--- config.mk ---
export PLATFORM = sky130hd
export DESIGN_NAME = alu_seq_flat
export DESIGN_NICKNAME = d
export VERILOG_FILES = /design/src/rtl/alu_seq_if.sv /design/src/rtl/alu_seq.sv /design/src/flat_wrapper.sv
export SDC_FILE = /design/constraint.sdc
export NUM_CORES = 1
export LEC_CHECK = 0
export CAP_MARGIN = 15
export CORE_AREA = 3 3 90 92
export DETAILED_ROUTE_END_ITERATION = 10
export DIE_AREA = 0 0 93 95
export PLACE_DENSITY_LB_ADDON = 0.15
export SYNTH_ARGS = -nofsm -noshare
export SYNTH_HDL_FRONTEND = slang
export SYNTH_SLANG_ARGS = --single-unit
--- constraint.sdc ---
create_clock -name clk -period 3.7 [get_ports clk]
set_clock_uncertainty 0.15 [all_clocks]
set_input_delay 0.925 -clock clk [delete_from_list [all_inputs] [get_ports clk]]
set_output_delay 0.925 -clock clk [all_outputs]
set_load 0.005 [all_outputs]
--- src/rtl/alu_seq_if.sv ---
`default_nettype none
// ============================================================================
//  Module      : alu_seq_if
//  Description : Request/response bundle between the control unit (master)
//                and the sequential ALU (slave).
//  Revision    : 1.0 - initial release
// ============================================================================
interface alu_seq_if #(
    parameter int WIDTH = 8
);
    logic             start;
    logic [3:0]       alu_sel;
    logic [WIDTH-1:0] accum;
    logic [WIDTH-1:0] alu_in;
    logic             busy;
    logic             done;
    logic [WIDTH-1:0] result;
    logic [WIDTH-1:0] result_hi;
    logic             z;
    logic             c;
    logic             n;
    logic             v;
    logic             err;

    modport master (
        output start, alu_sel, accum, alu_in,
        input  busy, done, result, result_hi, z, c, n, v, err
    );

    modport slave (
        input  start, alu_sel, accum, alu_in,
        output busy, done, result, result_hi, z, c, n, v, err
    );
endinterface
`default_nettype wire

--- src/rtl/alu_seq.sv ---
`default_nettype none
// ============================================================================
//  Module      : alu_seq
//  Description : Handshaked ALU with registered result/flags, bit-serial
//                shifts and a WIDTH-cycle shift-add unsigned multiply.
//  Revision    : 1.0 - initial release
// ============================================================================
module alu_seq #(
    parameter int WIDTH = 8,
    parameter int SHW   = $clog2(WIDTH)
) (
    input  logic     clk,
    input  logic     rst_n,
    alu_seq_if.slave bus
);
    // One extra bit so the counter holds both WIDTH and the largest shift amount
    localparam int              c_CW       = SHW + 1;
    localparam logic [c_CW-1:0] c_MUL_ITER = c_CW'(WIDTH);

    localparam logic [3:0] c_OP_ADD  = 4'b0001;
    localparam logic [3:0] c_OP_SUB  = 4'b0010;
    localparam logic [3:0] c_OP_NOR  = 4'b0011;
    localparam logic [3:0] c_OP_MOVR = 4'b0100;
    localparam logic [3:0] c_OP_SHL  = 4'b1011;
    localparam logic [3:0] c_OP_SHR  = 4'b1100;
    localparam logic [3:0] c_OP_MUL  = 4'b1101;

    typedef enum logic [1:0] {
        S_IDLE = 2'd0,
        S_RUN  = 2'd1,
        S_DONE = 2'd2
    } state_t;

    state_t           r_state;
    state_t           w_state_next;
    logic [3:0]       r_op;
    logic [WIDTH-1:0] r_a;
    logic [WIDTH-1:0] r_lo;
    logic [WIDTH-1:0] r_hi;
    logic [c_CW-1:0]  r_cnt;
    logic [WIDTH-1:0] r_result;
    logic [WIDTH-1:0] r_result_hi;
    logic             r_z, r_c, r_n, r_v, r_err;

    logic             w_accept;
    logic             w_is_shift;
    logic             w_is_mul;
    logic [SHW-1:0]   w_amt;
    logic [WIDTH:0]   w_add;
    logic [WIDTH:0]   w_sub;
    logic [WIDTH:0]   w_mul_sum;
    logic [WIDTH-1:0] w_mul_hi;
    logic [WIDTH-1:0] w_mul_lo;
    logic [WIDTH-1:0] w_step_lo;
    logic             w_step_c;
    logic [c_CW-1:0]  w_cnt_dec;
    logic             w_complete;
    logic             w_illegal;
    logic [WIDTH-1:0] w_fin_res;
    logic [WIDTH-1:0] w_fin_hi;
    logic             w_fin_c;
    logic             w_fin_v;

    // Request decode and per-iteration datapath (one shift bit / one multiply step)
    always_comb begin
        w_accept   = (r_state == S_IDLE) && bus.start;
        w_is_shift = (bus.alu_sel == c_OP_SHL) || (bus.alu_sel == c_OP_SHR);
        w_is_mul   = (bus.alu_sel == c_OP_MUL);
        w_amt      = bus.alu_in[SHW-1:0];
        w_add      = {1'b0, bus.accum} + {1'b0, bus.alu_in};
        w_sub      = {1'b0, bus.accum} - {1'b0, bus.alu_in};
        // Product accumulates in r_hi while the multiplier drains out of r_lo
        w_mul_sum  = {1'b0, r_hi} + (r_lo[0] ? {1'b0, r_a} : {(WIDTH+1){1'b0}});
        w_mul_hi   = w_mul_sum[WIDTH:1];
        w_mul_lo   = {w_mul_sum[0], r_lo[WIDTH-1:1]};
        w_cnt_dec  = r_cnt - c_CW'(1);
        w_step_lo  = {1'b0, r_lo[WIDTH-1:1]};
        w_step_c   = r_lo[0];
        if (r_op == c_OP_MUL) begin
            w_step_lo = w_mul_lo;
            w_step_c  = 1'b0;
        end else if (r_op == c_OP_SHL) begin
            w_step_lo = {r_lo[WIDTH-2:0], 1'b0};
            w_step_c  = r_lo[WIDTH-1];
        end
    end

    // Next-state and completion values; results are only committed when w_complete
    always_comb begin
        w_state_next = r_state;
        w_complete   = 1'b0;
        w_illegal    = 1'b0;
        w_fin_res    = r_result;
        w_fin_hi     = '0;
        w_fin_c      = 1'b0;
        w_fin_v      = 1'b0;
        case (r_state)
            S_IDLE: begin
                if (bus.start) begin
                    w_state_next = S_DONE;
                    case (bus.alu_sel)
                        c_OP_ADD: begin
                            w_complete = 1'b1;
                            w_fin_res  = w_add[WIDTH-1:0];
                            w_fin_c    = w_add[WIDTH];
                            w_fin_v    = (bus.accum[WIDTH-1] == bus.alu_in[WIDTH-1]) &&
                                         (w_add[WIDTH-1] != bus.accum[WIDTH-1]);
                        end
                        c_OP_SUB: begin
                            w_complete = 1'b1;
                            w_fin_res  = w_sub[WIDTH-1:0];
                            w_fin_c    = w_sub[WIDTH];
                            w_fin_v    = (bus.accum[WIDTH-1] != bus.alu_in[WIDTH-1]) &&
                                         (w_sub[WIDTH-1] != bus.accum[WIDTH-1]);
                        end
                        c_OP_NOR: begin
                            w_complete = 1'b1;
                            w_fin_res  = ~(bus.accum | bus.alu_in);
                        end
                        c_OP_MOVR: begin
                            w_complete = 1'b1;
                            w_fin_res  = bus.alu_in;
                        end
                        c_OP_SHL, c_OP_SHR: begin
                            if (w_amt == '0) begin
                                w_complete = 1'b1;
                                w_fin_res  = bus.accum;
                            end else begin
                                w_state_next = S_RUN;
                            end
                        end
                        c_OP_MUL: w_state_next = S_RUN;
                        default:  w_illegal = 1'b1;
                    endcase
                end
            end
            S_RUN: begin
                if (w_cnt_dec == '0) begin
                    w_state_next = S_DONE;
                    w_complete   = 1'b1;
                    w_fin_res    = w_step_lo;
                    if (r_op == c_OP_MUL) begin
                        w_fin_hi = w_mul_hi;
                        w_fin_c  = |w_mul_hi;
                    end else begin
                        w_fin_c  = w_step_c;
                    end
                end
            end
            S_DONE:  w_state_next = S_IDLE;
            default: w_state_next = S_IDLE;
        endcase
    end

    // State register
    always_ff @(posedge clk or negedge rst_n) begin
        if (!rst_n) r_state <= S_IDLE;
        else        r_state <= w_state_next;
    end

    // Operand capture at accept, then one shift/multiply step per RUN cycle
    always_ff @(posedge clk or negedge rst_n) begin
        if (!rst_n) begin
            r_op  <= '0;
            r_a   <= '0;
            r_lo  <= '0;
            r_hi  <= '0;
            r_cnt <= '0;
        end else if (w_accept) begin
            r_op <= bus.alu_sel;
            r_a  <= bus.accum;
            r_hi <= '0;
            r_lo <= w_is_shift ? bus.accum : bus.alu_in;
            if (w_is_shift)    r_cnt <= {1'b0, w_amt};
            else if (w_is_mul) r_cnt <= c_MUL_ITER;
            else               r_cnt <= '0;
        end else if (r_state == S_RUN) begin
            r_cnt <= w_cnt_dec;
            r_lo  <= w_step_lo;
            r_hi  <= w_mul_hi;
        end
    end

    // Result/flag registers change only on the edge that completes an op
    always_ff @(posedge clk or negedge rst_n) begin
        if (!rst_n) begin
            r_result    <= '0;
            r_result_hi <= '0;
            r_z         <= 1'b0;
            r_c         <= 1'b0;
            r_n         <= 1'b0;
            r_v         <= 1'b0;
            r_err       <= 1'b0;
        end else begin
            r_err <= w_illegal;
            if (w_complete) begin
                r_result    <= w_fin_res;
                r_result_hi <= w_fin_hi;
                // result_hi is zero for non-MUL ops, so this covers both zero rules
                r_z         <= ~|{w_fin_hi, w_fin_res};
                r_c         <= w_fin_c;
                r_n         <= w_fin_res[WIDTH-1];
                r_v         <= w_fin_v;
            end
        end
    end

    assign bus.busy      = (r_state != S_IDLE);
    assign bus.done      = (r_state == S_DONE);
    assign bus.result    = r_result;
    assign bus.result_hi = r_result_hi;
    assign bus.z         = r_z;
    assign bus.c         = r_c;
    assign bus.n         = r_n;
    assign bus.v         = r_v;
    assign bus.err       = r_err;
endmodule
`default_nettype wire

--- src/flat_wrapper.sv ---
// flat-port wrapper written by rule: the top's interface ports become plain ports
module alu_seq_flat 
#(
    parameter int WIDTH = 8,
    parameter int SHW   = $clog2(WIDTH)
)
  (clk, rst_n, bus_start, bus_alu_sel, bus_accum, bus_alu_in, bus_busy, bus_done, bus_result, bus_result_hi, bus_z, bus_c, bus_n, bus_v, bus_err);
  alu_seq_if #(.WIDTH(WIDTH)) bus_i ();
  input  logic clk;
  input  logic rst_n;
  input wire logic [$bits(bus_i.start)-1:0] bus_start;
  input wire logic [$bits(bus_i.alu_sel)-1:0] bus_alu_sel;
  input wire logic [$bits(bus_i.accum)-1:0] bus_accum;
  input wire logic [$bits(bus_i.alu_in)-1:0] bus_alu_in;
  output wire logic [$bits(bus_i.busy)-1:0] bus_busy;
  output wire logic [$bits(bus_i.done)-1:0] bus_done;
  output wire logic [$bits(bus_i.result)-1:0] bus_result;
  output wire logic [$bits(bus_i.result_hi)-1:0] bus_result_hi;
  output wire logic [$bits(bus_i.z)-1:0] bus_z;
  output wire logic [$bits(bus_i.c)-1:0] bus_c;
  output wire logic [$bits(bus_i.n)-1:0] bus_n;
  output wire logic [$bits(bus_i.v)-1:0] bus_v;
  output wire logic [$bits(bus_i.err)-1:0] bus_err;
  assign bus_i.start = bus_start;
  assign bus_i.alu_sel = bus_alu_sel;
  assign bus_i.accum = bus_accum;
  assign bus_i.alu_in = bus_alu_in;
  assign bus_busy = bus_i.busy;
  assign bus_done = bus_i.done;
  assign bus_result = bus_i.result;
  assign bus_result_hi = bus_i.result_hi;
  assign bus_z = bus_i.z;
  assign bus_c = bus_i.c;
  assign bus_n = bus_i.n;
  assign bus_v = bus_i.v;
  assign bus_err = bus_i.err;
  alu_seq #(.WIDTH(WIDTH), .SHW(SHW)) u_core (.clk(clk), .rst_n(rst_n), .bus(bus_i));
endmodule
==> results of run 1 <==
how the worst max path moves through the flow:
stage | slack [ns] | start | to | cells past startpoint
after global routing | 0.06 | bus_alu_in[2] | u_core.bus.z | 11
after floorplan | 0.24 | bus_accum[0] | u_core.bus.z | 9
after global placement | -0.39 | bus_accum[0] | u_core.bus.z | 10
after CTS | 0.03 | bus_accum[1] | u_core.bus.z | 12
after detailed placement | -0.43 | bus_accum[0] | u_core.bus.z | 12
final | 0.19 | bus_alu_in[2] | u_core.bus.z | 11
flip-flops by register name, summed over array words and instances, names as in the netlist:
name,flops
u_core.r_lo,8
u_core.r_cnt,4
u_core.bus.c,1
u_core.bus.result_hi,8
u_core.r_state,2
u_core.bus.v,1
u_core.bus.result,8
u_core.r_a,8
u_core.bus.z,1
u_core.bus.err,1
u_core.r_hi,8
u_core.r_op,4
cell families (layout without fill, tap and decap cells):
kind of cell	Yosys count	in the layout
buffers and inverters	65	150
AOI/OAI and AO/OA	159	159
adders and majority gates	37	37
DFF	54	54
xor gates and xnor gates	10	10
muxes	11	11
and+or+nand+nor	175	175
repair_timing:
action,CTS,global route
gates cloned,0,0
gates resized for setup,7,9
pin swaps,4,3
hold endpoints to repair,0,0
endpoints found under the setup margin,1,1
buffers inserted,0,1
report_power, final:
part,total [mW],switching (mW),internal (mW)
combinational,1.25,0.690,0.565
clock,0.344,0.192,0.152
sequential,0.982,0.190,0.792
worst register-to-register path: stages (launching register included):
cell and delay, ns:
dfrtp_1 0.53, and2_1 0.20, ha_1 0.17, inv_1 0.06, fa_1 0.41, nor2b_1 0.18
o211ai_1 0.16, a21oi_1 0.21, xnor2_1 0.19, nand4_1 0.22, o311ai_0 0.52, nand4_1 0.13
layout by cell type (no fill, tap or decap), types with 3 or more instances in the layout:
cell type and instances:
nand2_1 62, o21ai_0 42, a31oi_1 7, xnor2_1 4
o221ai_1 7, inv_1 33, clkbuf_8 6, nand3_1 22
xor2_1 6, or2_2 7, ha_2 3, nor3b_1 4
o211ai_1 10, dfrtp_1 54, buf_4 64, a21oi_2 3
a22o_1 4, o2bb2ai_1 3, nor3_1 6, a211oi_1 3
clkdlybuf4s50_1 40, nor2b_1 8, nor2_1 35, a21oi_1 30
a211o_1 3, a22oi_1 8, nand2b_1 4, mux2i_1 10
ha_1 31, and2_1 9, o22ai_1 3
per-stage QoR:
step	worst slack, ns	cells
2_1_floorplan	0.244	511
3_3_place_gp	-0.390	686
3_5_place_dp	-0.432	686
4_1_cts	0.0253	694
5_1_grt	0.0602	695
6_report	0.186	695
per-layer routing:
| layer | up-vias | part of all wire, % | track usage [%] |
|---|---|---|---|
| li1 | 2000 | - | - |
| met1 | 2039 | 42 | 38.2 |
| met2 | 168 | 49 | 49.7 |
| met3 | 31 | 6.2 | 3.59 |
| met4 | 0 | 2.5 | 8.79 |
| met5 | - | 0 | 0 |
final cells by class:
cell class / count / share of cell area (%)
Clock buffer: 7 / 1.63
Clock inverter: 1 / 0.0944
Inverter: 33 / 2.34
Multi-Input combinational cell: 392 / 50.6
Sequential cell: 54 / 25.5
Tap cell: 99 / 2.34
Timing Repair Buffer: 109 / 17.5
==> impl_results.md, run 1 <==
* Status: finished, final reports clean
* Worst Hold Class: reg2reg
* Hold path startpoint: u_core.r_a[6]
* Total track usage at 28.9%
* Slew margin rel. at 62.0%
* Worst hold stages at 2
* Initial antenna violation count at 0
* Slowest cell on crit path: clkdlybuf4s50_1
* Synth Register Bits at 54
* Arrival @ worst endpoint at 3.60 ns
* Design Area, Final at 5300 um2
* Post-CTS Hold Buffers at 0
* Adder-cell area share of the yosys netlist at 11.4%
* Fin. max-slew vios at 0
* Worst hold slack at 0.338 ns
* Share of layout cells above drive strength 1 at 17.4%
* Max Cap Viol at 0
* Simple-gate area share of the yosys netlist at 20.4%
* CTS tree: yes
* Fillers at 591
* Setup Crit Path Kind: in2reg
* Clock Latency Late Sink at 0.31 ns
* Worst r2r src: u_core.r_lo[0]
* CTS Buffer Depth at 2
* Largest family of logic cells by synthesized area: compound AO/OA/AOI/OAI gates
* Grt ovf at 0
* R2r worst-path depth at 11
* Nets at 655
* Compound-Gate Fraction of Synth Area at 25.5%
* Final core utilization at 72.7%
* Final TNS setup at 0 ns
* Post-synth EDFFs at 0
* DP Area at 5160 um2
* WP data required at 3.78 ns
* Syn_area_per_cell at 8.34 um2
* Antenna Diode Count at 0
* Synth area leaders: dfrtp_1 (32%), ha_1 (10%), nand2_1 (5.5%)
* Area leader, netlist: dfrtp_1
* Ports at 46
* Peak supply drop at 0.000222 V
* Crit-path cells: clkdlybuf4s50_1, inv_1, ha_2, nor3_1, a221oi_2, a221oi_1, nor2_1, xor2_1, a211oi_1, o21ai_0, o31ai_2
* Synth Cell Area at 4260 um2
* Critical Path Fanout Max at 9
* Storage element area at 1350 um2
* Cell count after synthesis at 511
* Synth-to-Final Area Change at 24.5%
* Vias at 4,238
* # setup viols final at 0
* Hold endpoint: u_core.r_a[6]
* Count leader, synth: nand2_1
* CP max stage delay at 0.49 ns
* Initial DRC count at 318
* DRC viols at 0
* RSZ-0062 raised after global routing: no
* Die Height at 95 um
* Asr flop ratio synth at 100%
* WP buf/inv at 2
* Top cell type's share of synthesized area at 31.7%
* Synth top cells by count: nand2_1 (62), dfrtp_1 (54), o21ai_0 (42)
* Sequential area share after synthesis at 31.7%
* Period utilization at 95.0%
* CP Capture Type: flip-flop
* Vias in the first global route at 4,188
* Starting Density at 58.4%
* Sinks on Clock Net at 54
* DRT antenna net count at 0
* Die width at 93 um
* Pin slew with the least headroom to its limit at 0.567 ns
* XOR/XNOR share of the synthesized area at 2.06%
* Fin. Hold Viols at 0
* First-pass DRT Iterations at 5
* Placer congestion estimate at 0.968
* Clock root cell: clkbuf_8
* Routed WL at 12,500 um
* Post-synth cell types at 74
* Largest net degree at the start of global routing at 50
* Core Region at 7290 um2
* Vias per cell at 6.10
* Most used DFF post-synth: dfrtp_1
* Port Buffer Count at 45
* Pwr Total at 2.58 mW
* Worst-path clk slew at 0.10 ns
* R2R setup slack at 0.43 ns
* PD cells at 487 nW/um2
* Crit Reg-Reg Endpoint: u_core.bus.c
* DPL Wire Length at 9680 um
* Die area at 8840 um2
* Crit start category: input port
* Cell family with most CP delay: compound AO/OA/AOI/OAI gates
* Syn nets at 571
* Row cnt at 31
* Min cycle time layout at 3.51 ns
* Mux cell area share after synthesis at 2.61%
* Area of the multi-input gates at 2680 um2
* Synth warnings at 0
* P_leak at 2.46 nW
* First-pass GRT wire length at 20,300 um
* Cts bufs inserted at 5
* H-tree depth at 2
* Routed WL per cell at 18.0 um
* FMAX at 285 MHz
Power figures use the tool's default switching activity.
==> run 2: changes to the inputs <==
--- a/config.mk
+++ b/config.mk
@@ -6,9 +6,9 @@
 export NUM_CORES = 1
 export LEC_CHECK = 0
 export CAP_MARGIN = 15
-export CORE_AREA = 3 3 90 92
+export CORE_AREA = 3 3 103 81
 export DETAILED_ROUTE_END_ITERATION = 10
-export DIE_AREA = 0 0 93 95
+export DIE_AREA = 0 0 106 84
 export PLACE_DENSITY_LB_ADDON = 0.15
 export SYNTH_ARGS = -nofsm -noshare
 export SYNTH_HDL_FRONTEND = slang
==> run 2 against run 1 <==
  * Cell count grew 0.58%
  * Power grew 1.8%
  * Largest power group unchanged
  * Clock power is essentially flat
  * Highest routed layer unchanged
  * Non-clock buffer count grew 2
  * Combinational power grew 4%
  * Design area grew 1.3%
  * Sequential share of layout area shrank 0.32 points
  * Critical path depth is the same
  * Via count grew 1.6%
  * Worst setup slack lost 0.065 ns
  * Utilization grew 0.88 points
==> impl_results.md, run 2 (synthesis gave the netlist of run 1 again) <==
* Status: finished, final reports clean
* CTS Buffer Depth at 2
* Pin slew with the least headroom to its limit at 0.612 ns
* Fillers at 565
* Fin. Hold Viols at 0
* Placer congestion estimate at 0.939
* Most frequent cells in the layout: buf_4 (66), nand2_1 (62), dfrtp_1 (54)
* Vias in the first global route at 4,112
* Core Region at 7300 um2
* Sinks on Clock Net at 54
* Largest net degree at the start of global routing at 50
* Crit start category: input port
* R2R setup slack at 0.28 ns
* R2r worst-path depth at 11
* First-pass DRT Iterations at 5
* DRC viols at 0
* Total track usage at 29.2%
* Worst-path clk slew at 0.10 ns
* Critical Path Fanout Max at 11
* Port Buffer Count at 45
* Share of layout cells above drive strength 1 at 20.1%
* P_leak at 2.49 nW
* CP Capture Type: flip-flop
* Final core utilization at 73.6%
* Worst Hold Class: reg2reg
* Synth-to-Final Area Change at 26.0%
* Period utilization at 96.8%
* First-pass GRT wire length at 21,000 um
* Min cycle time layout at 3.58 ns
* Arrival @ worst endpoint at 3.65 ns
* DPL Wire Length at 9730 um
* Worst r2r src: u_core.r_lo[0]
* H-tree depth at 2
* Slew margin rel. at 58.7%
* Dpl cells at 689
* CP startpoint: bus_alu_sel[2]
* Final TNS setup at 0 ns
* Die width at 106 um
* Commonest non-fill, non-tap cell in the layout: buf_4
* Ports at 46
* CP endpoint: u_core.bus.z
* WP data required at 3.77 ns
* Post-CTS Hold Buffers at 0
* Routed WL at 13,000 um
* Area of the multi-input gates at 2740 um2
* Initial antenna violation count at 0
* Crit Reg-Reg Endpoint: u_core.bus.c
* Antenna Diode Count at 0
* # setup viols final at 0
* Die Height at 84 um
* Storage element area at 1350 um2
* Post-Layout Cell Count at 699
* Pwr Total at 2.63 mW
* Vias per cell at 6.16
* Routed WL per cell at 18.5 um
* Row cnt at 27
* Grt ovf at 0
* Initial DRC count at 356
* Starting Density at 58.4%
* FMAX at 279 MHz
* Max Cap Viol at 0
* Clock Latency Late Sink at 0.31 ns
* Fin. max-slew vios at 0
* Die area at 8900 um2
* CTS tree: yes
* Setup Crit Path Kind: in2reg
* DRT antenna net count at 0
* Vias at 4,305
* Cts bufs inserted at 5
* Nets at 657
* Peak supply drop at 0.000276 V
* Clock root cell: clkbuf_8
* PD cells at 489 nW/um2
## run 2: changes by cell type in the layout (fill, tap and decap cells not counted), moves of 2 or more
| cell | delta |
|---|---|
| a21oi_1 | -2 |
| a21oi_2 | +2 |
| buf_4 | +2 |
| clkbuf_2 | +3 |
| clkdlybuf4s50_1 | -4 |
| dlygate4sd2_1 | -2 |
| dlymetal6s2s_1 | +3 |
| ha_1 | -4 |
| ha_4 | +3 |
| inv_1 | -3 |
| inv_2 | +3 |
## run 2: critical path: stages
cell and delay, ns:
clkdlybuf4s50_1 0.47, nor3b_1 0.20, buf_4 0.20, o211a_1 0.24, buf_4 0.17, o2bb2ai_1 0.14, a211oi_2 0.17, o221ai_1 0.18
a211o_1 0.30, a2111o_1 0.40, o31ai_2 0.25
## run 2: how the worst min path moves through the flow
stage | from | to | slack (ns) | cells after the start
final | u_core.r_a[6] | u_core.r_a[6] | 0.34 | 2
after global routing | u_core.r_a[2] | u_core.r_a[2] | 0.37 | 2
after CTS | u_core.bus.result_hi[5] | u_core.bus.result_hi[5] | 0.34 | 2
after detailed placement | u_core.bus.result_hi[5] | u_core.bus.result_hi[5] | 0.32 | 2
after global placement | u_core.r_a[2] | u_core.r_a[2] | 0.31 | 2
after floorplan | u_core.r_a[0] | u_core.r_a[0] | 0.29 | 2
## run 2: area by class of cell
type                       count  share of cell area [%]
multi-input combinational    392                    51.0
sequential                    54                    25.2
timing repair buffer         111                    17.5
tap                          101                    2.35
inverter                      33                    2.31
clock buffer                   7                    1.61
clock inverter                 1                  0.0932
## run 2: power breakdown
part           total, mW  leakage, nW  internal [mW]  switching, mW
Clock              0.346       0.0482          0.152          0.194
Sequential         0.983        0.704          0.792          0.191
Combinational       1.30         1.74          0.583          0.714
Total               2.63         2.49           1.53           1.10
## run 2: per-layer routing
layer	wire [um]	global-route usage [%]
met2	5930	45.7
met4	249	5.76
met5	0	0
met3	1030	3.94
met1	5750	43.3
## run 2: per-stage QoR
stage	hold WS [ns]	worst slack [ns]	cell area, um2
after floorplan	0.292	0.244	4260
after global placement	0.312	-0.435	5170
after detailed placement	0.321	-0.538	5170
after CTS	0.344	0.0305	5280
after global routing	0.374	-0.0465	5370
final	0.337	0.120	5370
## run 2: what timing repair did
| item | 4_1_cts | 5_1_grt |
|---|---|---|
| cloned | 0 | 0 |
| endpoints found under the hold margin | 0 | 0 |
| gates resized for setup | 8 | 30 |
| setup endpoints to repair | 1 | 2 |
| setup buffers | 1 | 1 |
| pin swaps | 5 | 11 |
